File: src/rtl/deserializador_fifo.sv
// Serial-to-parallel deserializer with a show-ahead output FIFO.
// Serial bits build a DATA_WIDTH word that is pushed into a DEPTH-entry FIFO for the parallel consumer.
module deserializador_fifo #(
  parameter int DATA_WIDTH = 8,
  parameter int DEPTH      = 4,
  parameter int MSB_FIRST  = 1
) (
  input  logic                         clk_100KHz,
  input  logic                         reset,
  input  logic                         data_in,
  input  logic                         write_in,
  input  logic                         ack_in,
  output logic                         status_out,
  output logic [DATA_WIDTH-1:0]        data_out,
  output logic                         data_ready,
  output logic [$clog2(DEPTH+1)-1:0]   word_count
);

  localparam int CW = $clog2(DATA_WIDTH);
  localparam int PW = $clog2(DEPTH);
  localparam int NW = $clog2(DEPTH+1);

  logic [CW-1:0]         r_bit_cnt;
  logic [DATA_WIDTH-1:0] r_shift;
  logic [DATA_WIDTH-1:0] r_mem [DEPTH];
  logic [PW-1:0]         r_wr_ptr;
  logic [PW-1:0]         r_rd_ptr;
  logic [NW-1:0]         r_count;

  logic                  w_accept;
  logic                  w_last;
  logic                  w_push;
  logic                  w_pop;
  logic [DATA_WIDTH-1:0] w_shift_next;

  // Handshake: a serial bit transfers when write_in (valid) and status_out (ready) are both
  // high at a rising edge; a word pops when data_ready (valid) and ack_in (ready) are both high.
  assign status_out = (r_count != NW'(DEPTH));
  assign data_ready = (r_count != '0);
  assign word_count = r_count;
  assign data_out   = data_ready ? r_mem[r_rd_ptr] : '0;

  assign w_accept = write_in & status_out;
  assign w_last   = (r_bit_cnt == CW'(DATA_WIDTH-1));
  assign w_push   = w_accept & w_last;
  assign w_pop    = ack_in & data_ready;

  always_comb begin
    w_shift_next = r_shift;
    if (MSB_FIRST != 0) w_shift_next = {r_shift[DATA_WIDTH-2:0], data_in};
    else                w_shift_next = {data_in, r_shift[DATA_WIDTH-1:1]};
  end

  always_ff @(posedge clk_100KHz) begin
    if (reset) begin
      r_bit_cnt <= '0;
      r_shift   <= '0;
    end else if (w_accept) begin
      if (w_last) begin
        r_bit_cnt <= '0;
        r_shift   <= '0;
      end else begin
        r_bit_cnt <= r_bit_cnt + CW'(1);
        r_shift   <= w_shift_next;
      end
    end
  end

  // Storage needs no reset: data_out is masked until an entry has been written.
  always_ff @(posedge clk_100KHz) begin
    if (w_push) r_mem[r_wr_ptr] <= w_shift_next;
  end

  always_ff @(posedge clk_100KHz) begin
    if (reset) begin
      r_wr_ptr <= '0;
      r_rd_ptr <= '0;
      r_count  <= '0;
    end else begin
      if (w_push) r_wr_ptr <= r_wr_ptr + PW'(1);
      if (w_pop)  r_rd_ptr <= r_rd_ptr + PW'(1);
      case ({w_push, w_pop})
        2'b10:   r_count <= r_count + NW'(1);
        2'b01:   r_count <= r_count - NW'(1);
        default: r_count <= r_count;
      endcase
    end
  end

endmodule

File: config.mk
export PLATFORM = sky130hd
export DESIGN_NAME = deserializador_fifo
export DESIGN_NICKNAME = d
export VERILOG_FILES = /design/src/rtl/deserializador_fifo.sv
export SDC_FILE = /design/constraint.sdc
export NUM_CORES = 1
export LEC_CHECK = 0
export ABC_CLOCK_PERIOD_IN_PS = 3300
export BUFFER_PORTS_ARGS = -buffer_cell sky130_fd_sc_hd__buf_4
export CAP_MARGIN = 20
export CORE_MARGIN = 2
export CORE_UTILIZATION = 62
export CTS_CLUSTER_DIAMETER = 50
export DETAILED_ROUTE_END_ITERATION = 8
export PLACE_DENSITY = 0.81
export SLEW_MARGIN = 20
export SYNTH_ARGS = -nofsm -noshare
export SYNTH_HDL_FRONTEND = slang
export SYNTH_SLANG_ARGS = --single-unit
File: constraint.sdc
create_clock -name clk_100KHz -period 3.3 [get_ports clk_100KHz]
set_input_delay 0.33 -clock clk_100KHz [delete_from_list [all_inputs] [get_ports clk_100KHz]]
set_output_delay 0.33 -clock clk_100KHz [all_outputs]
set_load 0.05 [all_outputs]
Word level (Yosys, flattened, before mapping)
Memories as Yosys holds them, arrays and structs flattened. A register that Yosys moved wholly into a read port is not among the register bits.
Cells that the tools add are included.
{"block": "classes", "addsub": 5, "eq_ne": 4, "muxes": 8, "bitwise": 3, "reduce_logical": 2}
{"op": "$mux 8", "count": 1}
{"op": "$mux 7", "count": 1}
{"op": "$add 3x1->3 const B", "count": 2}
{"op": "$pmux 3 s2", "count": 1}
{"op": "$add 2x1->2 const B", "count": 2}
{"op": "$mux 2", "count": 2}
{"op": "$and 1x1->1", "count": 3}
{"op": "$eq 3x3->1 const B", "count": 1}
{"op": "$mux 3", "count": 1}
{"op": "$ne 3x3->1 const B", "count": 1}
{"op": "$reduce_bool 3->1", "count": 1}
{"op": "$sub 3x1->3 const B", "count": 1}
{"op": "$eq 2x1->1 const B", "count": 1}
{"op": "$eq 2x2->1 const B", "count": 1}
{"op": "$mux 1", "count": 2}
{"op": "$reduce_bool 2->1", "count": 1}
{"block": "word_totals", "regBits": 17, "ramBits": 32, "output_inout_bits": 13, "mem_count": 1}
{"memory": "r_mem", "depth": 4, "width": 8, "rd": 1, "rd_clocked_by_memory_dff": 1, "wr": 1, "line": "25", "text": "logic [DATA_WIDTH-1:0] r_mem [DEPTH];"}

Longest topological paths before layout
{"block": "depth", "ltp_word": 5, "ltp_mapped": 11, "ltp_nobuf": 11}

Worst setup path after synthesis
Ideal clock, no wire load.
{"block": "synth_timing", "path_type": "reg2reg", "startpoint": "register r_count[2], in the netlist word_count[2]", "endpoint": "register r_count[2], in the netlist word_count[2]", "t_arrival_ps": 2385, "required_ps": 3230, "setup_slack_ps": 845, "path_stages_with_launch": 10, "cell_sequence": "dfxtp_1 -> nor3b_4 -> nor2_1 -> inv_1 -> ha_1 -> inv_1 -> fa_1 -> xor2_1 -> or3_1 -> a21oi_1"}
{"block": "synth_via", "elab_chain_len": 5, "elab_cells_between_ends": 11}
{"element": "start: declaration", "line": "28", "text": "logic [NW-1:0] r_count;"}
{"element": "start signal: assignment", "line": "83", "text": "2'b10: r_count <= r_count + NW'(1);"}
{"element": "start signal: assignment", "line": "84", "text": "2'b01: r_count <= r_count - NW'(1);"}
{"element": "start signal: assignment", "line": "85", "text": "default: r_count <= r_count;"}
{"element": "$ne 3x3->1", "line": "38", "text": "assign status_out = (r_count != NW'(DEPTH));"}
{"element": "$and 1x1->1", "line": "43", "text": "assign w_accept = write_in & status_out;"}
{"element": "$and 1x1->1", "line": "45", "text": "assign w_push = w_accept & w_last;"}
{"element": "$eq 2x1->1 / $eq 2x2->1 (equally long branches)", "line": "82", "text": "case ({w_push, w_pop})"}
{"element": "$pmux 3 s2 / $reduce_bool 2->1 (equally long branches)"}
Parallel ways exist; a longest one is shown, timed or not.
A chain may end at the register's enable or synchronous reset.

Worst setup path in the final report
Ends and elaborated chain as after synthesis.

==> impl_metrics.env <==
export IMPL_cts_max_level=2
export IMPL_path_delay_family="simple AND/OR/NAND/NOR gates"
export IMPL_rsz0062_at_grt="false"
export IMPL_final_fill_count=238
export IMPL_die_h_um=63.05
export IMPL_arrival_ns=2.81
export IMPL_synth_compound_area_share_pct=6.366
export IMPL_clock_sinks=51
export IMPL_syn_avg_cell_area_sq_um=13.86
export IMPL_clk_latency_ns=0.36
export IMPL_min_period_ns=2.523
export IMPL_cts_inserted_buffers=5
export IMPL_antenna_cells=0
export IMPL_p_leak_nw=0.8315
export IMPL_tightest_slew_ns=0.5559
export IMPL_viasPerCell=5.741
export IMPL_relSlewSlack_pct=62.89
export IMPL_antenna_found_initial=0
export IMPL_cts_root_buf="clkbuf_4"
export IMPL_hold_buffers=0
export IMPL_dpl_hpwl_um=2449
export IMPL_max_freq_mhz=396.4
export IMPL_ys_seq_area_share_pct=62.04
export IMPL_final_hold_viol_count=0
export IMPL_stdcell_count=220
export IMPL_track_usage_pct=20.13
export IMPL_io_pins=18
export IMPL_met2_usage_pct=33.38
export IMPL_cts_resized=0
export IMPL_hold_ws_ns=0.1894
export IMPL_period_share_pct=76.44
export IMPL_critPathMaxStageDelay_ns=0.51
export IMPL_synth_area_sq_um=2162
export IMPL_grt_pass1_vias=1228
export IMPL_drc=0
export IMPL_postCtsSetupBuffers=0
export IMPL_cp_end_kind="flop"
export IMPL_grt_max_degree=21
export IMPL_ys_types=29
export IMPL_std_cell_rows=21
export IMPL_yosys_warnings=0
export IMPL_start_util_pct=64.79
export IMPL_die_area_sq_um=3975
export IMPL_synthAdderAreaFrac_pct=4.977
export IMPL_grt_use_met1_pct=26.49
export IMPL_grt_busiest_layer="met2"
export IMPL_worst_clock_skew_ns=0.01197
export IMPL_required_ns=3.59
export IMPL_synthCells=156
export IMPL_cts_tree="done"
export IMPL_grt_remaining_overflow=0
export IMPL_fin_nets=186
export IMPL_synth_simple_area_share_pct=11.86
export IMPL_status="completed"
export IMPL_setup_viol=0
export IMPL_synth_xor_area_share_pct=1.215
export IMPL_die_x_um=63.05
export IMPL_cp_start_kind="flop"
export IMPL_vdd_drop_max_v=0.0003464
export IMPL_powerDensity_nw_per_um2=438.9
export IMPL_synth_top_family_by_area="simple AND/OR/NAND/NOR gates"
export IMPL_placedCellCount=212
export IMPL_synth_seq_cells=51
export IMPL_crit_path_top_delay_cell="nor3b_4"
export IMPL_hold_class="input port to flop"
export IMPL_avgRoutedWirePerCell_um=15.98
export IMPL_area_growth_pct=9.664
export IMPL_clock_path_buffers=2
export IMPL_cp_max_fo=15
export IMPL_num_vias=1263
export IMPL_path_cells="nor3b_4 > nor2_1 > inv_1 > ha_1 > inv_1 > fa_1 > xor2_1 > or3_1 > a21oi_1"
export IMPL_clkTransAtPathRegs_ns=0.13
export IMPL_routed_wl_um=3515
export IMPL_cp_common_cell="inv_1"
export IMPL_coreArea_sq_um=3337
export IMPL_met3_usage_pct=4.464
export IMPL_drtIter0Drc=60
export IMPL_syn_num_nets=169
export IMPL_slew_viol_final=0
export IMPL_first_pass_iters=4
export IMPL_gp_congestion=0.7772
export IMPL_synthMuxAreaShare_pct=8.796
export IMPL_crit_type="flop to flop"
export IMPL_grt_pass1_wl_um=5954
export IMPL_setup_tns_ns=0
export IMPL_crit_buf_inv=2
export IMPL_maxCapViolations=0
export IMPL_port_buffers=17
export IMPL_final_layout_size_suffix_gt1_share_pct=20.69
export IMPL_antenna_left=0
## final timing paths
kind / slack, ns / end / cells past startpoint / start
min reg2reg: 0.51 / r_bit_cnt[0] / 2 / r_bit_cnt[0]
max reg2reg: 0.78 / word_count[2] / 9 / word_count[2]
min: 0.19 / r_mem[1][0] / 1 / data_in
max: 0.78 / word_count[2] / 9 / word_count[2]
## state kept, by name, indices dropped and copies added (netlist names), named ones only
| register | cells |
|---|---|
| r_bit_cnt | 3 |
| r_mem | 32 |
| r_rd_ptr | 2 |
| r_shift | 7 |
| r_wr_ptr | 2 |
| word_count | 3 |
## cell usage after synthesis
master,count,area [sq um]
edfxtp_1,32,960.9
dfxtp_1,19,380.4
a21oi_1,13,65.06
o21ai_0,13,65.06
inv_1,9,33.78
mux4_2,8,180.2
nor2b_1,8,50.05
ha_1,7,87.58
nand4b_1,7,61.31
nor2_1,7,26.28
and2_1,4,25.02
buf_6,3,33.78
nand2b_1,3,18.77
or3_1,3,18.77
xor2_1,3,26.28
buf_2,2,10.01
nand2_1,2,7.510
nand3_1,2,10.01
buf_4,1,7.510
clkbuf_1,1,3.750
clkdlybuf4s15_1,1,10.01
fa_1,1,20.02
inv_2,1,3.750
mux2i_1,1,10.01
nor3_1,1,5.000
nor3b_1,1,7.510
nor3b_4,1,18.77
o31ai_1,1,7.510
or4_1,1,7.510
## cell type report
cell class	count	area (sq um)	share of cell area (%)
clock buffer	5	37.54	1.583
clock inverter	3	43.79	1.847
inverter	10	37.54	1.583
multi-input combinational	87	718.2	30.29
sequential	51	1341	56.57
tap	46	57.56	2.427
timing repair buffer	18	135.1	5.699
## stage by stage
stage               area [sq um]  total power, W  setup WS [ns]  utilization (%)
floorplan                   2162       0.0007058         0.8454                -
global placement            2290       0.0007091         0.9454            68.62
detailed placement          2290       0.0007113         0.8296            68.62
CTS                         2371        0.001050         0.7956            71.05
global route                2371        0.001075         0.5718            71.05
finish                      2371        0.001041         0.7774            71.05
## kinds of logic after synthesis
family                     Yosys count
AOI/OAI and AO/OA                   27
DFF                                 51
xor gates and xnor gates             3
and+or+nand+nor                     40
buffers and inverters               18
adders and majority gates            8
muxes                                9
## report_power, final
group          internal, W  leakage (nW)  total [W]  switching [W]
combinational   0.00000773         0.324  0.0000193      0.0000116
clock             0.000160        0.0452   0.000344       0.000184
sequential        0.000675         0.462   0.000678     0.00000291
total             0.000842         0.832    0.00104       0.000198
## metal layers
metal | wire length, um | up-vias
li1 | - | 605
met1 | 1422 | 616
met2 | 1871 | 40
met3 | 201 | 2
met4 | 19 | 0
met5 | 0 | -
## cells in the final DEF, fill, tap and decap left out, drive strengths merged
cell    count
nor2        7
dfxtp      19
a21oi      13
nand2       2
clkinv      2
nand4b      7
mux2i       1
o21ai      13
fa          1
ha          7
nand3       2
nor3b       2
edfxtp     32
buf        18
and2        4
or4         1
inv        10
nor3        1
o31ai       1
xor2        3
nor2b       8
bufinv      1
nand2b      3
mux4        8
or3         3
clkbuf      5
No activity file was read; power rests on OpenSTA's default activity.
